## config.mk

```make
export PLATFORM = sky130hd
export DESIGN_NAME = bw_div
export DESIGN_NICKNAME = d
export VERILOG_FILES = /design/src/rtl/bw_div_pkg.sv /design/src/rtl/bw_div_step.sv /design/src/rtl/bw_div.sv
export SDC_FILE = /design/constraint.sdc
export NUM_CORES = 1
export LEC_CHECK = 0
export ABC_AREA = 1
export CORE_ASPECT_RATIO = 1.4
export CORE_UTILIZATION = 50
export CTS_CLUSTER_DIAMETER = 60
export CTS_CLUSTER_SIZE = 16
export DETAILED_ROUTE_END_ITERATION = 8
export MAX_ROUTING_LAYER = met4
export PLACE_DENSITY = 0.68
export SYNTH_ARGS = -nofsm -noshare
export SYNTH_HDL_FRONTEND = slang
export SYNTH_SLANG_ARGS = --single-unit
```

## constraint.sdc

```tcl
create_clock -name clk -period 2 [get_ports clk]
set_clock_uncertainty 0.15 [all_clocks]
set_input_delay 0.2 -clock clk [delete_from_list [all_inputs] [get_ports clk]]
set_output_delay 0.2 -clock clk [all_outputs]
set_load 0.02 [all_outputs]
```

## src/rtl/bw_div_pkg.sv

```systemverilog
// Shared types and constants for the bw_div sequential signed divider.
package bw_div_pkg;

  localparam int unsigned STATE_W   = 2;
  localparam int unsigned DEF_WIDTH = 8;

  typedef enum logic [STATE_W-1:0] {
    IDLE = 2'd0,
    CALC = 2'd1,
    FIX  = 2'd2,
    DONE = 2'd3
  } state_t;

endpackage

```

## src/rtl/bw_div_step.sv

```systemverilog
// One restoring-division iteration on magnitudes (purely combinational).
module bw_div_step #(
  parameter int unsigned WIDTH = 8
) (
  input  logic [WIDTH:0] rem_in,
  input  logic           bit_in,
  input  logic [WIDTH:0] dvs,
  output logic [WIDTH:0] rem_out,
  output logic           q_bit
);

  logic [WIDTH:0] trial;

  assign trial   = (rem_in << 1) | {{WIDTH{1'b0}}, bit_in};
  assign q_bit   = (trial >= dvs);
  assign rem_out = q_bit ? (trial - dvs) : trial;

endmodule

```

## src/rtl/bw_div.sv

```systemverilog
// Sequential signed divider: restoring steps on magnitudes, then sign fix-up.
// Optional: BW_DIV_ZERO_BYPASS_EN sends a zero divisor straight to DONE.
module bw_div
  import bw_div_pkg::*;
#(
  parameter int unsigned WIDTH = DEF_WIDTH
) (
  input  logic             clk,
  input  logic             rst_n,
  input  logic             in_valid,
  output logic             in_ready,
  input  logic [WIDTH-1:0] dividend,
  input  logic [WIDTH-1:0] divisor,
  output logic             out_valid,
  input  logic             out_ready,
  output logic [WIDTH-1:0] quotient,
  output logic [WIDTH-1:0] remainder,
  output logic             div_by_zero,
  output logic             overflow
);

  localparam int unsigned      CNT_W   = $clog2(WIDTH);
  localparam logic [WIDTH-1:0] MIN_VAL = {1'b1, {(WIDTH-1){1'b0}}};

  state_t           state_q, state_d;
  logic [CNT_W-1:0] cnt_q, cnt_d;
  logic [WIDTH-1:0] dq_q, dq_d;
  logic [WIDTH:0]   dvs_q, dvs_d;
  logic [WIDTH:0]   rem_q, rem_d;
  logic             qneg_q, qneg_d;
  logic             rneg_q, rneg_d;
  logic             ovf_p_q, ovf_p_d;
  logic [WIDTH-1:0] quo_q, quo_d;
  logic [WIDTH-1:0] rem_o_q, rem_o_d;
  logic             dz_q, dz_d;
  logic             ovf_q, ovf_d;

  logic [WIDTH-1:0] dvd_mag;
  logic [WIDTH:0]   dvs_ext, dvs_mag;
  logic [WIDTH:0]   step_rem;
  logic             step_q;

  assign dvd_mag = dividend[WIDTH-1] ? -dividend : dividend;
  assign dvs_ext = {divisor[WIDTH-1], divisor};
  assign dvs_mag = dvs_ext[WIDTH] ? -dvs_ext : dvs_ext;

  bw_div_step #(.WIDTH(WIDTH)) u_step (
    .rem_in  (rem_q),
    .bit_in  (dq_q[WIDTH-1]),
    .dvs     (dvs_q),
    .rem_out (step_rem),
    .q_bit   (step_q)
  );

  always_comb begin
    state_d = state_q;
    cnt_d   = cnt_q;
    dq_d    = dq_q;
    dvs_d   = dvs_q;
    rem_d   = rem_q;
    qneg_d  = qneg_q;
    rneg_d  = rneg_q;
    ovf_p_d = ovf_p_q;
    quo_d   = quo_q;
    rem_o_d = rem_o_q;
    dz_d    = dz_q;
    ovf_d   = ovf_q;
    unique case (state_q)
      IDLE: begin
        if (in_valid) begin
          state_d = CALC;
          cnt_d   = '0;
          dq_d    = dvd_mag;
          dvs_d   = dvs_mag;
          rem_d   = '0;
          qneg_d  = dividend[WIDTH-1] ^ divisor[WIDTH-1];
          rneg_d  = dividend[WIDTH-1];
          ovf_p_d = (dividend == MIN_VAL) && (divisor == '1);
`ifdef BW_DIV_ZERO_BYPASS_EN
          if (divisor == '0) begin
            state_d = DONE;
            quo_d   = '1;
            rem_o_d = dividend;
            dz_d    = 1'b1;
            ovf_d   = 1'b0;
          end
`endif
        end
      end
      CALC: begin
        dq_d  = {dq_q[WIDTH-2:0], step_q};
        rem_d = step_rem;
        cnt_d = cnt_q + CNT_W'(1);
        if (cnt_q == CNT_W'(WIDTH-1)) state_d = FIX;
      end
      FIX: begin
        // A zero divisor leaves |dividend| in rem, so the normal remainder path yields the dividend.
        state_d = DONE;
        dz_d    = (dvs_q == '0);
        ovf_d   = ovf_p_q;
        quo_d   = (dvs_q == '0) ? '1 : (qneg_q ? -dq_q : dq_q);
        rem_o_d = rneg_q ? -rem_q[WIDTH-1:0] : rem_q[WIDTH-1:0];
      end
      DONE: begin
        if (out_ready) begin
          state_d = IDLE;
          dz_d    = 1'b0;
          ovf_d   = 1'b0;
        end
      end
    endcase
  end

  always_ff @(posedge clk or negedge rst_n) begin
    if (!rst_n) begin
      state_q <= IDLE;
      cnt_q   <= '0;
      dq_q    <= '0;
      dvs_q   <= '0;
      rem_q   <= '0;
      qneg_q  <= 1'b0;
      rneg_q  <= 1'b0;
      ovf_p_q <= 1'b0;
      quo_q   <= '0;
      rem_o_q <= '0;
      dz_q    <= 1'b0;
      ovf_q   <= 1'b0;
    end else begin
      state_q <= state_d;
      cnt_q   <= cnt_d;
      dq_q    <= dq_d;
      dvs_q   <= dvs_d;
      rem_q   <= rem_d;
      qneg_q  <= qneg_d;
      rneg_q  <= rneg_d;
      ovf_p_q <= ovf_p_d;
      quo_q   <= quo_d;
      rem_o_q <= rem_o_d;
      dz_q    <= dz_d;
      ovf_q   <= ovf_d;
    end
  end

  assign in_ready    = rst_n && (state_q == IDLE);
  assign out_valid   = (state_q == DONE);
  assign quotient    = quo_q;
  assign remainder   = rem_o_q;
  assign div_by_zero = dz_q;
  assign overflow    = ovf_q;

endmodule

```

==> flow_metrics.env <==
export IMPL_reg2regPathDepth=8
export IMPL_intPower_mw=3.53
export IMPL_dp_cells=593
export IMPL_min_to="cnt_q[0]"
export IMPL_fmax_ghz=0.533
export IMPL_fp_dieH_microns=100
export IMPL_n_antenna_cell=0
export IMPL_grt_max_degree=52
export IMPL_cp_cell_sequence="ha_1, nand2_2, inv_1, a21oi_2, nand4_4, nand2_1, nand3_1, nand2_1"
export IMPL_start_util=0.519
export IMPL_crit_reg2reg_launch="rem_q[7]"
export IMPL_boundaryPins=40
export IMPL_holdPathStages=1
export IMPL_hold_violations=0
export IMPL_cp_required_ps=2110
export IMPL_min_from="cnt_q[0]"
export IMPL_hpwl_microns=6200
export IMPL_place_congestion=1.03
export IMPL_cpMaxStageDelayCell="dfrtp_1"
export IMPL_start_kind="register"
export IMPL_crit_top_cell="nand2_1"
export IMPL_grt_pass1_wl_microns=13500
export IMPL_critPathMaxFanout=8
export IMPL_drtIter0Drc=134
export IMPL_r2r_end="rem_q[1]"
export IMPL_insertion_delay_ps=320
export IMPL_final_common_cell="nand2_1"
export IMPL_drt_pass1_iterations=4
export IMPL_pwr_share_clk=0.093
export IMPL_seq_area_frac_synth=0.372
export IMPL_seq_power_share=0.262
export IMPL_worstSetupPathType="reg -> reg"
export IMPL_cp_slowest_stage_delay_ps=460
export IMPL_drc=0
export IMPL_peakVddDrop_uv=885
export IMPL_postRouteAntennaNets=0
export IMPL_min_path_type="reg -> reg"
export IMPL_setup_viol=0
export IMPL_drt_wirelength_per_cell_microns=13.3
export IMPL_cp_arrival_ps=1980
export IMPL_crit_family="simple AND/OR/NAND/NOR gates"
export IMPL_synth_cells=457
export IMPL_die_w_microns=72.0
export IMPL_drv_slew=0
export IMPL_core_area_sq_um=6610
export IMPL_finalNetCount=551
export IMPL_tightest_slew_ps=647
export IMPL_gr_usage_all_layers=0.252
export IMPL_drive_above_1_share=0.0998
export IMPL_root_buffer="clkbuf_8"
export IMPL_portBuffers=39
export IMPL_sw_frac_of_total=0.495
export IMPL_status="complete, no violations"
export IMPL_dieArea_sq_um=7200
export IMPL_rsz0062_at_grt="false"
export IMPL_drv_cap=0
export IMPL_htreeDepth=2
export IMPL_num_rows=35
export IMPL_drt_total_wl_microns=8040
export IMPL_syn2layout_area_growth_pct=19.3
export IMPL_netlist_area_sq_um=3430
export IMPL_final_cell_mix="113 x nand2_1, 64 x inv_1, 51 x dfrtp_1, 40 x nor2_1, 38 x nand3_1"
export IMPL_num_vias=3045
export IMPL_async_reset_ff_frac=1.00
export IMPL_syn_nets=498
export IMPL_path_clk_slew_ps=100
export IMPL_finalPower_mw=6.99
export IMPL_path_buf_inv=1
export IMPL_cts_buffer_depth=2
export IMPL_p_sw_mw=3.46
export IMPL_fin_tns_setup_ps=0
export IMPL_postPlaceCellArea_sq_um=3970
export IMPL_whs_ps=351
export IMPL_p_leak_nw=2.08
export IMPL_cts_tree="done"
export IMPL_p_comb_frac=0.645
export IMPL_cts_sinks=51
export IMPL_grt_overflow_total=0
export IMPL_slew_headroom=0.568
export IMPL_design_area_sq_um=4090
export IMPL_synthFlopType="dfrtp_1"
export IMPL_yosysWarnings=0
export IMPL_antenna_found_initial=0
export IMPL_cp_end_kind="register"
export IMPL_layout_cells_non_filler=603
export IMPL_fin_crit_sh=0.938
export IMPL_avgSynthCellArea_sq_um=7.50
export IMPL_powerDensity_nw_per_um2=1710
export IMPL_first_global_vias=2902
export IMPL_cts_made_buffers=5
export IMPL_r2r_setup_slack_ps=120
export IMPL_period_needed_ps=1880
export IMPL_ys_ff_latch=51
export IMPL_vias_per_cell=5.05
export IMPL_synth_edf_count=0
export IMPL_ys_types=39
-- through the flow --
step | utilization | worst slack (ps)
after floorplan | - | 193
after global placement | 0.600 | 81.3
after detailed placement | 0.600 | 54.0
after CTS | 0.617 | 47.0
after global routing | 0.619 | 2.46
final | 0.619 | 123
-- flip-flops by register name, summed over array words and instances (netlist names) --
register / count
dvs_q: 9
dq_q: 8
quotient: 8
rem_q: 8
remainder: 8
cnt_q: 3
state_q: 2
div_by_zero: 1
overflow: 1
ovf_p_q: 1
qneg_q: 1
rneg_q: 1
-- power by group through the flow --
| stage | Sequential (mW) | Clock, mW | Combinational (mW) |
|---|---|---|---|
| 2_1_floorplan | 1.93 | 0 | 3.10 |
| 3_3_place_gp | 1.83 | 0 | 4.42 |
| 3_5_place_dp | 1.85 | 0 | 4.45 |
| 4_1_cts | 1.83 | 0.659 | 4.47 |
| 5_1_grt | 1.89 | 0.697 | 5.13 |
| 6_report | 1.83 | 0.647 | 4.51 |
-- Yosys cell counts (3+ instances only) --
| cell type | number | share of area |
|---|---|---|
| a21oi_1 | 20 | 0.029 |
| nand2_1 | 113 | 0.12 |
| a31oi_1 | 3 | 0.0055 |
| xor2_1 | 16 | 0.041 |
| nand3_2 | 3 | 0.0088 |
| nand2_2 | 5 | 0.0091 |
| buf_6 | 4 | 0.013 |
| dfrtp_1 | 51 | 0.37 |
| buf_2 | 4 | 0.0058 |
| ha_1 | 20 | 0.073 |
| nand4_1 | 4 | 0.0073 |
| o211ai_1 | 4 | 0.0088 |
| o21ai_0 | 36 | 0.053 |
| inv_1 | 65 | 0.071 |
| nor2_1 | 40 | 0.044 |
| nand3_1 | 38 | 0.055 |
-- worst max-delay path by stage --
stage	start	to	slack (ps)	depth (start not counted)
after CTS	dq_q[7]	rem_q[4]	50	9
after global routing	rem_q[5]	rem_q[7]	2	10
final	rem_q[7]	rem_q[1]	120	8
after global placement	dq_q[7]	rem_q[4]	80	9
after detailed placement	dq_q[7]	rem_q[4]	50	9
after floorplan	dq_q[7]	rem_q[4]	190	9
-- worst reg2reg max path: cells and delay by family, from the launching register on --
family / cells / cell delay (ps)
AND/OR/NAND/NOR: 5 / 590
flip-flops: 1 / 460
adder cells (fa/ha/maj): 1 / 370
AO/OA/AOI/OAI: 1 / 180
buffers and inverters: 1 / 70
-- repair_timing --
item / in CTS / in global routing
hold buffers: 1 / 0
pin swaps: 0 / 1
endpoints found under the setup margin: 1 / 9
buffers inserted: 0 / 0
resized for setup: 1 / 4
cloned: 0 / 1
endpoints found under the hold margin: 51 / 0
-- area by class of cell --
type	count	area, sq um
clock buffers	6	82.6
repair buffers	56	514
inverters	68	258
well taps	92	115
clock inverters	2	16.3
fillers	618	2520
multi-input cells	328	1830
flip-flops and latches	51	1280
-- routing by layer --
metal  vias up  GRT usage  share of wire
met1      1405      0.293           0.43
met5         -          -              0
li1       1567          -              -
met2        58      0.444           0.52
met4         0     0.0980          0.025
met3        15     0.0251          0.026
-- cells by family after synthesis --
group / count (synthesis) / synth area share
AOI/OAI and AO/OA: 73 / 0.122
and+or+nand+nor: 215 / 0.282
DFF: 51 / 0.372
adders and majority gates: 21 / 0.0788
xor gates and xnor gates: 18 / 0.0460
buffers and inverters: 79 / 0.0985
No activity file was read; power rests on OpenSTA's default activity.
